$ cat config.mk
export PLATFORM = sky130hd
export DESIGN_NAME = signal_phase_scheduler
export DESIGN_NICKNAME = d
export VERILOG_FILES = /design/src/rtl/signal_phase_scheduler.sv
export SDC_FILE = /design/constraint.sdc
export NUM_CORES = 1
export LEC_CHECK = 0
export CORE_AREA = 5 5 63 48
export CTS_CLUSTER_DIAMETER = 200
export DETAILED_ROUTE_END_ITERATION = 10
export DIE_AREA = 0 0 68 53
export DONT_BUFFER_PORTS = 1
export PLACE_DENSITY_LB_ADDON = 0.15
export SYNTH_ARGS = -nofsm -noshare
export SYNTH_HDL_FRONTEND = slang
export SYNTH_SLANG_ARGS = --single-unit
$ cat constraint.sdc
create_clock -name clk -period 6.3 [get_ports clk]
set_input_delay 1.26 -clock clk [delete_from_list [all_inputs] [get_ports clk]]
set_output_delay 1.26 -clock clk [all_outputs]
set_load 0.02 [all_outputs]
$ cat src/rtl/signal_phase_scheduler.sv
// Timed phase scheduler for a highway / country-road intersection with a pedestrian crossing.
// Moore lamp outputs are decoded from the state register; dwell is measured by a per-state timer.
module signal_phase_scheduler #(
    parameter int CW       = 8,
    parameter int HW_MIN_T = 10,
    parameter int YELLOW_T = 3,
    parameter int ALLRED_T = 2,
    parameter int CW_MAX_T = 20,
    parameter int PED_T    = 8
) (
    input  logic       clk,
    input  logic       reset,
    input  logic       x,
    input  logic       ped_req,
    output logic [1:0] hw,
    output logic [1:0] cw,
    output logic       walk,
    output logic       ped_ack,
    output logic [2:0] phase
);

    typedef enum logic [2:0] {
        HG  = 3'd0,
        HY  = 3'd1,
        AR1 = 3'd2,
        CG  = 3'd3,
        CY  = 3'd4,
        AR2 = 3'd5,
        PW  = 3'd6
    } state_t;

    localparam logic [CW-1:0] HW_LAST  = CW'(HW_MIN_T - 1);
    localparam logic [CW-1:0] YEL_LAST = CW'(YELLOW_T - 1);
    localparam logic [CW-1:0] AR_LAST  = CW'(ALLRED_T - 1);
    localparam logic [CW-1:0] CG_LAST  = CW'(CW_MAX_T - 1);
    localparam logic [CW-1:0] PED_LAST = CW'(PED_T - 1);
    localparam logic [CW-1:0] TMR_MAX  = '1;

    state_t        state;
    state_t        state_next;
    logic [CW-1:0] timer;
    logic [CW-1:0] timer_next;
    logic          ped_pend;
    logic          ped_pend_next;

    always_ff @(posedge clk) begin
        if (!reset) begin
            state    <= HG;
            timer    <= '0;
            ped_pend <= 1'b0;
        end else begin
            state    <= state_next;
            timer    <= timer_next;
            ped_pend <= ped_pend_next;
        end
    end

    always_comb begin
        state_next = state;
        case (state)
            HG:  if (timer >= HW_LAST && (x || ped_pend)) state_next = HY;
            HY:  if (timer == YEL_LAST) state_next = AR1;
            // Pedestrian wins over the country road when both are waiting.
            AR1: if (timer == AR_LAST) state_next = ped_pend ? PW : CG;
            CG:  if (!x || timer == CG_LAST) state_next = CY;
            CY:  if (timer == YEL_LAST) state_next = AR2;
            PW:  if (timer == PED_LAST) state_next = AR2;
            AR2: if (timer == AR_LAST) state_next = HG;
            default: state_next = HG;
        endcase
    end

    always_comb begin
        timer_next = timer + CW'(1);
        if (state_next != state) begin
            timer_next = '0;
        end else if (timer == TMR_MAX) begin
            // Only HG can dwell long enough to reach the top; hold there.
            timer_next = timer;
        end
    end

    always_comb begin
        ped_pend_next = ped_pend;
        if (state_next == PW && state != PW) begin
            ped_pend_next = 1'b0;
        end else if (ped_req && state != PW) begin
            ped_pend_next = 1'b1;
        end
    end

    always_comb begin
        hw      = 2'b00;
        cw      = 2'b00;
        walk    = 1'b0;
        ped_ack = 1'b0;
        phase   = state;
        case (state)
            HG: hw = 2'b10;
            HY: hw = 2'b01;
            CG: cw = 2'b10;
            CY: cw = 2'b01;
            PW: begin
                walk    = 1'b1;
                ped_ack = (timer == '0);
            end
            default: ;
        endcase
    end

endmodule

==> flow_summary.ini <==
[timing]
rsz0062_at_grt = false
fin_setup_tns_ns = 0
worstMarginPinSlew_ns = 0.8360
drv_slew = 0
fin_ws_ns = 2.985
slew_headroom_pct = 44.15
fin_crit_ns = 3.315
period_share_pct = 52.62
fin_skew_ns = 0.002058
setup_viol = 0
timing_hold_violations_final = 0
fmax_mhz = 301.6

[clocking]
holdBufCountCts = 0
ctsResizeCount = 0
cts_setup_buffers = 0
cts_tree = done
clkTransAtPathRegs_ns = 0.07
ctsLongestPathBuffers = 2
cts_root_buf = clkbuf_4
clk_latency_ns = 0.27
cts_num_sinks = 12
cts_buffers = 3
cts_htree_levels = 1

[final_layout]
antenna_cells = 0
drive_gt1_share_pct = 18.00
nets = 110
fillers = 247
synthToLayoutAreaGrowth_pct = 2.095

[yosys]
synth_edf_count = 0
ys_ff_latch = 12
synth.area.top_cells = dfxtp_1 (27%), a211oi_2 (11%), ha_1 (5.6%), nand3_1 (5.6%), o21ai_0 (5.0%)
seq_area_frac_synth_pct = 26.82
synth_warnings = 0
synth.distinct_cells = 41
synth_area_sq_um = 895.9
synth_top_area_cell = dfxtp_1
synth_top_area_share_pct = 26.82
synth_ff_type = dfxtp_1
async_flop_share_pct = 0
syn_area_per_cell_sq_um = 8.698
synthCells = 103
syn_nets = 111

[grt]
overflow = 0
track_usage_pct = 13.76
grt_pass1_wl_mm = 3.629
grt_pass1_vias = 724
grt_antenna_before_repair = 0
grt_max_degree = 15

[placement]
pre_cts_ws_ns = 3.270
routabilityCongestion = 0.8439
port_buffers = 0
hpwl_mm = 1.638

[floorplanning]
rows = 15
initial_core_util_pct = 38.19
io_pins = 13
core_area_sq_mm = 0.002346
die_h_um = 53
die-area_sq_mm = 0.003604
die_x_um = 68

[route]
finalWirelength_mm = 2.161
drc = 0
post_drt_via_cell_ratio = 5.940
dr.pass1.iters = 4
antenna_left = 0
drt-initial-drc-count = 35
vias = 796
wl_per_cell_um = 16.13

[worst_setup_path]
required_ns = 5.04
arrival_ns = 2.06
cp-start-kind = register
cp_max_fo = 14
endpoint_kind = output port
crit_type = register to output port

[pwr]
leakage_nw = 0.3254
p_per_area_mw_per_mm2 = 281.5
peakVddDrop_mv = 0.1142
total_power_uw = 257.4

[min_path]
min_path_type = register to register

[run_status]
outcome = finished, final reports clean

[run]
maxCapViolCount = 0
[worst max-delay path, cell delays in order, from the launching register on]
cell and delay, ns:
dfxtp_1 0.46, inv_1 0.51, nand3_1 0.22, inv_1 0.23, and4_1 0.36
[metal layers]
metal	vias to the layer above	track usage [%]	wire length [um]
li1	382	-	-
met1	382	19.75	1083
met2	28	16.96	821
met3	4	7.431	232
met4	0	3.960	23
met5	-	0	0
[metrics by stage]
stage	hold WS (ns)	instance area (sq um)	util (%)	cells
final	0.5553	914.6	38.99	134
after floorplan	0.4749	895.9	-	103
after global placement	0.5391	892.1	38.03	131
after global routing	0.5750	914.6	38.99	134
after CTS	0.5464	914.6	38.99	134
after detailed placement	0.5345	892.1	38.03	131
[cells in the final DEF, fill, tap and decap left out, types with 2 or more instances in the layout]
cell / instances
nand4_1: 2
a211oi_2: 8
clkbuf_4: 3
nand3_1: 10
o22ai_1: 2
inv_1: 6
dfxtp_1: 12
or2b_1: 2
nor2_1: 4
and3_1: 4
o21a_1: 2
nand2b_1: 2
nand2_1: 3
a31oi_1: 2
ha_1: 4
mux2i_1: 2
o21ai_0: 9
a21oi_1: 3
[state kept, by name, summed over array words and instances, names as in the netlist]
signal and flops:
phase 3, timer 8, ped_pend 1
[cells by family (layout without fill, tap and decap cells)]
kind of cell | Yosys count | in the layout | synth area share [%]
AO/OA/AOI/OAI | 31 | 31 | 27.51
buffers and inverters | 12 | 9 | 7.680
AND/OR/NAND/NOR | 41 | 41 | 29.19
XOR/XNOR | 1 | 1 | 0.9778
flip-flops | 12 | 12 | 26.82
adder cells (fa/ha/maj) | 4 | 4 | 5.587
multiplexers | 2 | 2 | 2.235
[worst paths after layout]
check / start / to / slack (ns) / depth (start not counted)
worst max-delay path: phase[0] / ped_ack / 2.98 / 4
worst min-delay path: ped_pend / ped_pend / 0.56 / 2
worst max register to register: timer[1] / phase[0] / 3.67 / 7
worst min register to register: ped_pend / ped_pend / 0.56 / 2
[cell type report]
cell class                      count  area [sq um]  area share [%]
Tap cell                           34         42.54           4.651
Clock buffer                        3         22.52           2.462
Inverter                            6         22.52           2.462
Sequential cell                    12         240.2           26.27
Multi-Input combinational cell     79         586.8           64.16
[Yosys cell counts (2+ instances only)]
master     n
o21ai_0    9
buf_4      2
and3_1     4
nand2_1    3
nand3_1   10
ha_1       4
buf_6      2
mux2i_1    2
inv_1      6
nand4_1    2
a31oi_1    2
nor2_1     4
a211oi_2   8
nand2b_1   2
o22ai_1    2
o21a_1     2
a21oi_1    3
dfxtp_1   12
or2b_1     2
[power by group]
group | total [mW] | switching (mW) | internal [mW]
clock network | 0.0472 | 0.0250 | 0.0221
registers | 0.105 | 0.0196 | 0.0852
logic | 0.105 | 0.0693 | 0.0362
No activity file was read; power rests on OpenSTA's default activity.
